<file path="src/rtl/ntt_seq_ctrl.sv">
// ntt_seq_ctrl: command sequencer for an NTTN core.
// It runs the NTTN serial protocol: a load pulse, streaming words from a source
// RAM, an idle gap, an NTT/INTT start, a wait for done with a timeout, and
// capture of the N result words.
// Ports:
//   clk, reset                 clock and synchronous active-high reset
//   cmd_valid/cmd_op/cmd_ready host command handshake (op 0=LOAD_TW,1=NTT,2=INTT,3=reserved)
//   cmd_done/cmd_err           completion pulse and error flag (timeout or reserved op)
//   busy                       high whenever the sequencer is not idle
//   src_addr/src_rdata         source RAM read port (1-cycle read latency)
//   nttn_load_w/_load_data     NTTN load pulses
//   nttn_start/_start_intt     NTTN start pulses
//   nttn_din/nttn_done/nttn_dout  NTTN data and done
//   res_valid/res_data/res_idx result word stream, one word per cycle, no backpressure
module ntt_seq_ctrl #(
  parameter int unsigned DATA_SIZE  = 64,
  parameter int unsigned RING_DEPTH = 10,
  parameter int unsigned PE_DEPTH   = 3,
  parameter int unsigned GAP        = 5,
  parameter int unsigned TO_W       = 24
) (
  input  logic                    clk,
  input  logic                    reset,
  input  logic                    cmd_valid,
  input  logic [1:0]              cmd_op,
  output logic                    cmd_ready,
  output logic                    cmd_done,
  output logic                    cmd_err,
  output logic                    busy,
  output logic [RING_DEPTH+1:0]   src_addr,
  input  logic [DATA_SIZE-1:0]    src_rdata,
  output logic                    nttn_load_w,
  output logic                    nttn_load_data,
  output logic                    nttn_start,
  output logic                    nttn_start_intt,
  output logic [DATA_SIZE-1:0]    nttn_din,
  input  logic                    nttn_done,
  input  logic [DATA_SIZE-1:0]    nttn_dout,
  output logic                    res_valid,
  output logic [DATA_SIZE-1:0]    res_data,
  output logic [RING_DEPTH-1:0]   res_idx
);

  localparam int unsigned N     = 32'd1 << RING_DEPTH;
  localparam int unsigned TW    = (((32'd1 << (RING_DEPTH - PE_DEPTH)) - 32'd1) + PE_DEPTH) << PE_DEPTH;
  localparam int unsigned TW_L  = 2 * TW + 2;
  localparam int unsigned CNT_W = RING_DEPTH + 2;

  localparam logic [CNT_W-1:0] TW_LAST  = CNT_W'(TW_L - 1);
  localparam logic [CNT_W-1:0] N_LAST   = CNT_W'(N - 1);
  localparam logic [CNT_W-1:0] GAP_LAST = CNT_W'(GAP - 1);
  localparam logic [TO_W-1:0]  TO_LAST  = {{(TO_W-1){1'b1}}, 1'b0};

  localparam logic [1:0] OP_TW   = 2'd0;
  localparam logic [1:0] OP_NTT  = 2'd1;
  localparam logic [1:0] OP_INTT = 2'd2;
  localparam logic [1:0] OP_RSV  = 2'd3;

  typedef enum logic [2:0] {
    ST_IDLE, ST_PULSE, ST_STREAM, ST_GAP_W, ST_START, ST_WAIT_DONE, ST_CAPTURE, ST_FIN
  } state_e;

  state_e               state_q, state_d;
  logic [CNT_W-1:0]     cnt_q, cnt_d;
  logic [TO_W-1:0]      to_q, to_d;
  logic [1:0]           op_q, op_d;
  logic                 err_q, err_d;
  logic [CNT_W-1:0]     stream_last;

  logic                 cmd_ready_q, cmd_ready_d;
  logic                 cmd_done_q, cmd_done_d;
  logic                 cmd_err_q, cmd_err_d;
  logic                 busy_q, busy_d;
  logic [CNT_W-1:0]     src_addr_q, src_addr_d;
  logic                 load_w_q, load_w_d;
  logic                 load_data_q, load_data_d;
  logic                 start_q, start_d;
  logic                 start_intt_q, start_intt_d;
  logic                 res_valid_q, res_valid_d;
  logic [DATA_SIZE-1:0] res_data_q, res_data_d;
  logic [RING_DEPTH-1:0] res_idx_q, res_idx_d;

  assign stream_last = (op_q == OP_TW) ? TW_LAST : N_LAST;

  // Next state and registered outputs; outputs are decoded from the next state
  // so they line up with the cycle the sequencer is in that state.
  always_comb begin
    state_d = state_q;
    cnt_d   = cnt_q;
    to_d    = to_q;
    op_d    = op_q;
    err_d   = err_q;

    case (state_q)
      ST_IDLE: begin
        cnt_d = '0;
        err_d = 1'b0;
        if (cmd_valid) begin
          op_d = cmd_op;
          if (cmd_op == OP_RSV) begin
            err_d   = 1'b1;
            state_d = ST_FIN;
          end else begin
            state_d = ST_PULSE;
          end
        end
      end
      ST_PULSE: begin
        cnt_d   = '0;
        state_d = ST_STREAM;
      end
      ST_STREAM: begin
        if (cnt_q == stream_last) begin
          cnt_d   = '0;
          state_d = ST_GAP_W;
        end else begin
          cnt_d = cnt_q + CNT_W'(1);
        end
      end
      ST_GAP_W: begin
        if (cnt_q == GAP_LAST) begin
          cnt_d   = '0;
          state_d = (op_q == OP_TW) ? ST_FIN : ST_START;
        end else begin
          cnt_d = cnt_q + CNT_W'(1);
        end
      end
      ST_START: begin
        to_d    = '0;
        state_d = ST_WAIT_DONE;
      end
      ST_WAIT_DONE: begin
        // done wins over a timeout landing in the same cycle
        if (nttn_done) begin
          cnt_d   = '0;
          state_d = ST_CAPTURE;
        end else begin
          to_d = to_q + TO_W'(1);
          if (to_q == TO_LAST) begin
            err_d   = 1'b1;
            state_d = ST_FIN;
          end
        end
      end
      ST_CAPTURE: begin
        if (cnt_q == N_LAST) begin
          cnt_d   = '0;
          state_d = ST_FIN;
        end else begin
          cnt_d = cnt_q + CNT_W'(1);
        end
      end
      ST_FIN:  state_d = ST_IDLE;
      default: state_d = ST_IDLE;
    endcase

    cmd_ready_d  = (state_d == ST_IDLE);
    busy_d       = (state_d != ST_IDLE);
    cmd_done_d   = (state_d == ST_FIN);
    cmd_err_d    = (state_d == ST_FIN) && err_d;
    load_w_d     = (state_d == ST_PULSE) && (op_d == OP_TW);
    load_data_d  = (state_d == ST_PULSE) && (op_d != OP_TW);
    start_d      = (state_d == ST_START) && (op_d == OP_NTT);
    start_intt_d = (state_d == ST_START) && (op_d == OP_INTT);
    // address runs one ahead of the word being forwarded to cover RAM latency
    src_addr_d   = (state_d == ST_STREAM) ? cnt_d + CNT_W'(1) : '0;
    res_valid_d  = (state_d == ST_CAPTURE);
    res_data_d   = (state_d == ST_CAPTURE) ? nttn_dout : '0;
    res_idx_d    = (state_d == ST_CAPTURE) ? cnt_d[RING_DEPTH-1:0] : '0;
  end

  // State, counters and output registers
  always_ff @(posedge clk) begin
    if (reset) begin
      state_q      <= ST_IDLE;
      cnt_q        <= '0;
      to_q         <= '0;
      op_q         <= '0;
      err_q        <= 1'b0;
      cmd_ready_q  <= 1'b1;
      cmd_done_q   <= 1'b0;
      cmd_err_q    <= 1'b0;
      busy_q       <= 1'b0;
      src_addr_q   <= '0;
      load_w_q     <= 1'b0;
      load_data_q  <= 1'b0;
      start_q      <= 1'b0;
      start_intt_q <= 1'b0;
      res_valid_q  <= 1'b0;
      res_data_q   <= '0;
      res_idx_q    <= '0;
    end else begin
      state_q      <= state_d;
      cnt_q        <= cnt_d;
      to_q         <= to_d;
      op_q         <= op_d;
      err_q        <= err_d;
      cmd_ready_q  <= cmd_ready_d;
      cmd_done_q   <= cmd_done_d;
      cmd_err_q    <= cmd_err_d;
      busy_q       <= busy_d;
      src_addr_q   <= src_addr_d;
      load_w_q     <= load_w_d;
      load_data_q  <= load_data_d;
      start_q      <= start_d;
      start_intt_q <= start_intt_d;
      res_valid_q  <= res_valid_d;
      res_data_q   <= res_data_d;
      res_idx_q    <= res_idx_d;
    end
  end

  // RAM read data is already registered, so the stream is a gated pass-through
  assign nttn_din = (state_q == ST_STREAM) ? src_rdata : '0;

  assign cmd_ready       = cmd_ready_q;
  assign cmd_done        = cmd_done_q;
  assign cmd_err         = cmd_err_q;
  assign busy            = busy_q;
  assign src_addr        = src_addr_q;
  assign nttn_load_w     = load_w_q;
  assign nttn_load_data  = load_data_q;
  assign nttn_start      = start_q;
  assign nttn_start_intt = start_intt_q;
  assign res_valid       = res_valid_q;
  assign res_data        = res_data_q;
  assign res_idx         = res_idx_q;

endmodule
</file>
<file path="config.mk">
export PLATFORM = sky130hd
export DESIGN_NAME = ntt_seq_ctrl
export DESIGN_NICKNAME = d
export VERILOG_FILES = /design/src/rtl/ntt_seq_ctrl.sv
export SDC_FILE = /design/constraint.sdc
export NUM_CORES = 1
export LEC_CHECK = 0
export ABC_AREA = 1
export BUFFER_PORTS_ARGS = -buffer_cell sky130_fd_sc_hd__buf_2
export CAP_MARGIN = 40
export CORE_UTILIZATION = 35
export CTS_BUF_LIST = sky130_fd_sc_hd__clkbuf_8
export DETAILED_ROUTE_END_ITERATION = 7
export GPL_ROUTABILITY_DRIVEN = 0
export PLACE_DENSITY = 0.68
export REMOVE_ABC_BUFFERS = 1
export SYNTH_ARGS = -nofsm -noshare
export SYNTH_HDL_FRONTEND = slang
export SYNTH_SLANG_ARGS = --single-unit
</file>
<file path="constraint.sdc">
create_clock -name clk -period 2.79 [get_ports clk]
set_clock_uncertainty 0.15 [all_clocks]
set_input_delay 0.1395 -clock clk [delete_from_list [all_inputs] [get_ports clk]]
set_output_delay 0.1395 -clock clk [all_outputs]
set_load 0.01 [all_outputs]
</file>
* After elaboration in Yosys (flattened, before gate mapping) *
Index checks and enable logic that the tools add are counted.

storage, ports and cells
  memories = 0
  bits in latches = 0
  memory bits (writable) = 0
  bits in read-only memories = 0
  bits in registers = 137
  output and inout port bits = 159
  input port bits = 134
  word-level logic and storage cells = 83

operators by class
  reduce and logical (&&, ||, !) cells = 16
  bitwise operators = 2
  multiply operators = 0
  divide/modulo/power cells = 0
  add/sub/neg operators = 3
  equality and inequality tests = 20
  order comparisons = 0
  mux-type cells = 25
  shift operators = 0

operator list
  kind                                                               number
  64-bit two-way mux                                                 1
  12-bit two-way mux                                                 5
  12-bit one-hot mux with 5 select lines                             1
  24-bit one-hot mux with 2 select lines                             1
  12-bit by 1-bit adder with 12-bit output, second input constant    2
  24-bit by 1-bit adder with 24-bit output, second input constant    1
  24-bit == test, second input constant                              1
  24-bit two-way mux                                                 1
  3-bit one-hot mux with 8 select lines                              1
  3-bit == test, second input constant                               7
  3-bit two-way mux                                                  7
  12-bit by 10-bit == test with 1-bit output, second input constant  1
  12-bit == test                                                     1
  12-bit by 3-bit == test with 1-bit output, second input constant   1
  3-bit by 2-bit == test with 1-bit output, second input constant    3
  3-bit by 1-bit == test with 1-bit output, second input constant    2
  3-bit zero test                                                    2
  2-bit two-way mux                                                  3
  2-bit OR reduction                                                 3
  1-bit logical AND                                                  5
  2-bit == test, second input constant                               2
  2-bit zero test                                                    2
  1-bit two-way mux                                                  4
  2-bit nonzero test                                                 2
  other kinds (6)                                                    7

* Longest topological paths before layout *
  depth in word-level cells = 8
  depth in mapped cells = 16
  depth with buffers taken out = 16

* Worst setup path after synthesis *
Ideal clock, no wire load.

  path kind = flip-flop to flip-flop
  start point = reg cnt_q[1]
  end point = reg src_addr_q[10] (netlist: src_addr[10])
  period minus slack after synthesis = 2,206 ps
  path buffers = 0
  data arrival time = 1,942 ps
  cell stages (with the launch flop) = 16
  required time = 2,526 ps
  library setup time = 114 ps
  path slack = 584 ps
  cells stage by stage = dfxtp_1 -> ha_1 -> inv_1 -> nor2_2 -> nand2_1 -> nor2_2 -> nand3_1 -> nand2_1 -> nand3_4 -> nand2_1 -> nand2_1 -> ha_1 -> nand2_1 -> nor2_1 -> a21oi_1 -> nor2_1

between the ends
  elaborated cells between the ends (all ways) = 17
  classes of those cells = add/sub (2); eq/ne (4); mux (9); bitwise (1); reduce/logical (1)

RTL lines
  item                                                              RTL line       text
  start, declared                                                   64             logic [CNT_W-1:0] cnt_q, cnt_d;
  start signal, assigned                                            194            cnt_q <= cnt_d;
  12-bit by 1-bit adder with 12-bit output (tied with other cells)  117, 125, 150
  12-bit two-way mux, on equally long branches                      146, 113, 121
  12-bit one-hot mux with 5 select lines *                          94             case (state_q)
  via cnt_d[1]                                                      64
  12-bit by 1-bit adder with 12-bit output *                        166            src_addr_d = (state_d == ST_STREAM) ? cnt_d + CNT_W'(1) : '0;
  end signal, assigned                                              202            src_addr_q <= src_addr_d;
  end, declared                                                     74             logic [CNT_W-1:0] src_addr_q, src_addr_d;

Mark *: on every way through the listed nets, which the timed path passes. The rest lies on a longest branch.
A chain may end at the register's enable or synchronous reset.

* Final worst setup path *
  start point = reg cnt_q[0]
  end point = reg src_addr_q[6] (netlist: src_addr[6])

The elaborated chain is that of the path after synthesis.

==> metrics.cfg <==
[die]
std_cell_rows=47
start_util_pct=36.1
core_um2=16700
die_area_um2=17800
ios=293
die_y_um=133
die_x_um=133

[power]
cell_internal_pwr_mw=3.20
power_frac_seq_pct=45.7
clkPwrFrac_pct=38.7
power.density_nw_per_um2=500
ir_drop_v=0.000367
pwr-share-comb_pct=15.6
cellLeakagePower_nw=4.91
switchingPower_mw=1.21
swShare_pct=27.5

[flow_run]
max-cap-violations=0

[timing]
holdWs_ns=0.108
final-hold-violation-count=0
finalCritPeriodShare_pct=90.5
tightest_slew_ns=0.583
setup_slack_ns=0.264
slew_headroom_pct=61.1
fmax_ghz=0.396
period_minus_slack_ns=2.53
slew_viol_final=0
setup_viol=0

[worst_hold_path]
holdPathStages=5
holdCritPathClass=input port to flop
hold_path_startpoint=nttn_done
min_to=to_q[0]

[clock_network]
clk-insertion-delay-late_ns=0.46
htree_levels=4
clock-root-buffer=clkbuf_8
post_cts_buffers=0
cts.sink_count=137
cts_tree=built
cts_buffer_depth=2
cts_buffers=17
clkTransAtPathRegs_ns=0.08

[cells_and_area]
final_cell_mix=buf_2, inv_1, nor2_1
final_nets=1353
drive_above_1_share_pct=33.4
layout_commonest_cell=buf_2
syn2layout_area_growth_pct=46.3

[synth]
yosysUniqueCellTypes=39
synthCells=848
seq_area_frac_synth_pct=45.4
synth_warnings=0
syn_area_um2=6040
synth_area_per_cell_um2=7.12
synth_edf_count=0
ys.flop_type=dfxtp_1
ys_ff_latch=137
synth-async-reset-ratio_pct=0

[global_routing]
antenna_found_initial=2
track_usage_pct=21.1
overflow=0
grt_pass1_vias=6208
grt_pass1_wl_um=29200
grt_max_degree=39

[routing]
vias=6377
drt-initial-drc-count=365
wire_per_inst_um=13.0
ant_nets=0
drt-pass1-iter-count=5
via_per_inst=4.40
drc_errors=0
routed_wl_um=18800

[critical_path]
cp-end-kind=flop
r2r_cells=13
critPathKind=flop to flop
path_common_cell=nand2_1
path_cells=inv_1 > ha_1 > and3_1 > nand4_1 > nand2_1 > nand3_4 > nand2_1 > nand2_1 > ha_1 > nand2_1 > nor2_1 > xor2_1 > nor2_1
path_max_fanout=8
critPathTopFamily=simple AND/OR/NAND/NOR gates
start_kind=flop
r2r_end=src_addr[6]
crit_required_ns=2.99
critPathArrivalTime_ns=2.72
r2r_start=cnt_q[0]
reg2reg_slack_ns=0.26
path_buf_inv=1
crit_slowest_cell=dfxtp_1
slowest_delay_ns=0.40

[place]
portBuffers=292
dp_hpwl_um=13800
dp_slack_ns=0.256

[status]
status=finished clean

[final cells by class]
| type | instances | area [um^2] |
|---|---|---|
| fill | 1589 | 7870 |
| clock buffer | 18 | 248 |
| inverter | 208 | 781 |
| timing repair buffer | 364 | 2190 |
| sequential | 137 | 2740 |
| multi-input combinational | 486 | 2410 |
| clock inverter | 14 | 174 |
| tap | 220 | 275 |
| antenna | 2 | 5.00 |
[power groups by stage]
stage | logic (mW) | clock network [mW] | registers, mW
floorplan | 0.311 | 0 | 2.07
detailed placement | 0.616 | 0 | 2.06
CTS | 0.690 | 1.75 | 2.02
global placement | 0.610 | 0 | 2.06
global route | 0.762 | 1.84 | 2.02
finish | 0.691 | 1.71 | 2.02
[worst max path at each step]
stage | from | to | slack [ns] | cells past startpoint
floorplan | cnt_q[1] | res_valid | -0.72 | 12
global placement | cnt_q[1] | src_addr[6] | 0.37 | 15
detailed placement | cnt_q[1] | src_addr[6] | 0.26 | 15
CTS | cnt_q[1] | src_addr[6] | 0.24 | 15
global route | cnt_q[0] | src_addr[6] | -0.007 | 15
finish | cnt_q[0] | src_addr[6] | 0.26 | 13
[repair_timing]
item,4_1_cts,5_1_grt
hold buffers,67,0
endpoints found under the setup margin,0,4
endpoints found under the hold margin,83,0
resized for setup,0,1
[logic make-up (layout without fill, tap and decap cells)]
group           count (synthesis)  count (layout)  synth area share [%]
simple gates                  413             413                  32.5
buf+inv                       225             604                  14.8
other cells                     0               2                     0
compound gates                 62              62                  5.33
xor+xnor                        6               6                 0.871
flops                         137             137                  45.4
fa+ha+maj                       5               5                  1.04
[synthesized netlist by cell type (6+ instances only)]
cell,n,share of area [%]
nand2_1,100,6.2
clkbuf_1,7,0.44
a21oi_1,30,2.5
nor2_2,49,5.1
nor2_1,171,11
o21ai_0,27,2.2
inv_1,202,13
nand3_1,30,2.5
xor2_1,6,0.87
nand4_1,9,0.93
buf_6,6,1.1
nor3_1,17,1.4
dfxtp_1,137,45
[state kept, by name (all words and copies together), names as in the netlist]
signal,count
op_q,2
to_q,24
cnt_q,12
res_valid,1
res_data,64
nttn_load_data,1
err_q,1
nttn_start,1
cmd_done,1
state_q,3
src_addr,12
cmd_err,1
nttn_load_w,1
res_idx,10
busy,1
cmd_ready,1
nttn_start_intt,1
[tightest hold or removal path, cell delays in order]
cell and delay, ns:
buf_2 0.08, inv_1 0.10, nand2_4 0.13, nand2_8 0.08, a21oi_1 0.14
[per-layer routing]
layer	vias up	track usage, %	share of wire, %
met5	-	0	0
met4	0	13.2	4.3
met3	47	6.05	8.4
met2	313	38.7	50
met1	2781	20.9	37
li1	3236	-	-
[stage by stage]
stage | TNS [ns] | std cells | total power [mW] | area, um^2 | util (%)
after floorplan | -47.41 | 831 | 2.38 | 5920 | -
after global placement | 0 | 1348 | 2.67 | 7730 | 46.3
after detailed placement | 0 | 1348 | 2.68 | 7730 | 46.3
after CTS | 0 | 1447 | 4.46 | 8820 | 52.8
after global routing | -0.00700 | 1449 | 4.62 | 8830 | 52.9
final | 0 | 1449 | 4.41 | 8830 | 52.9
(Power assumes the default switching activity.)
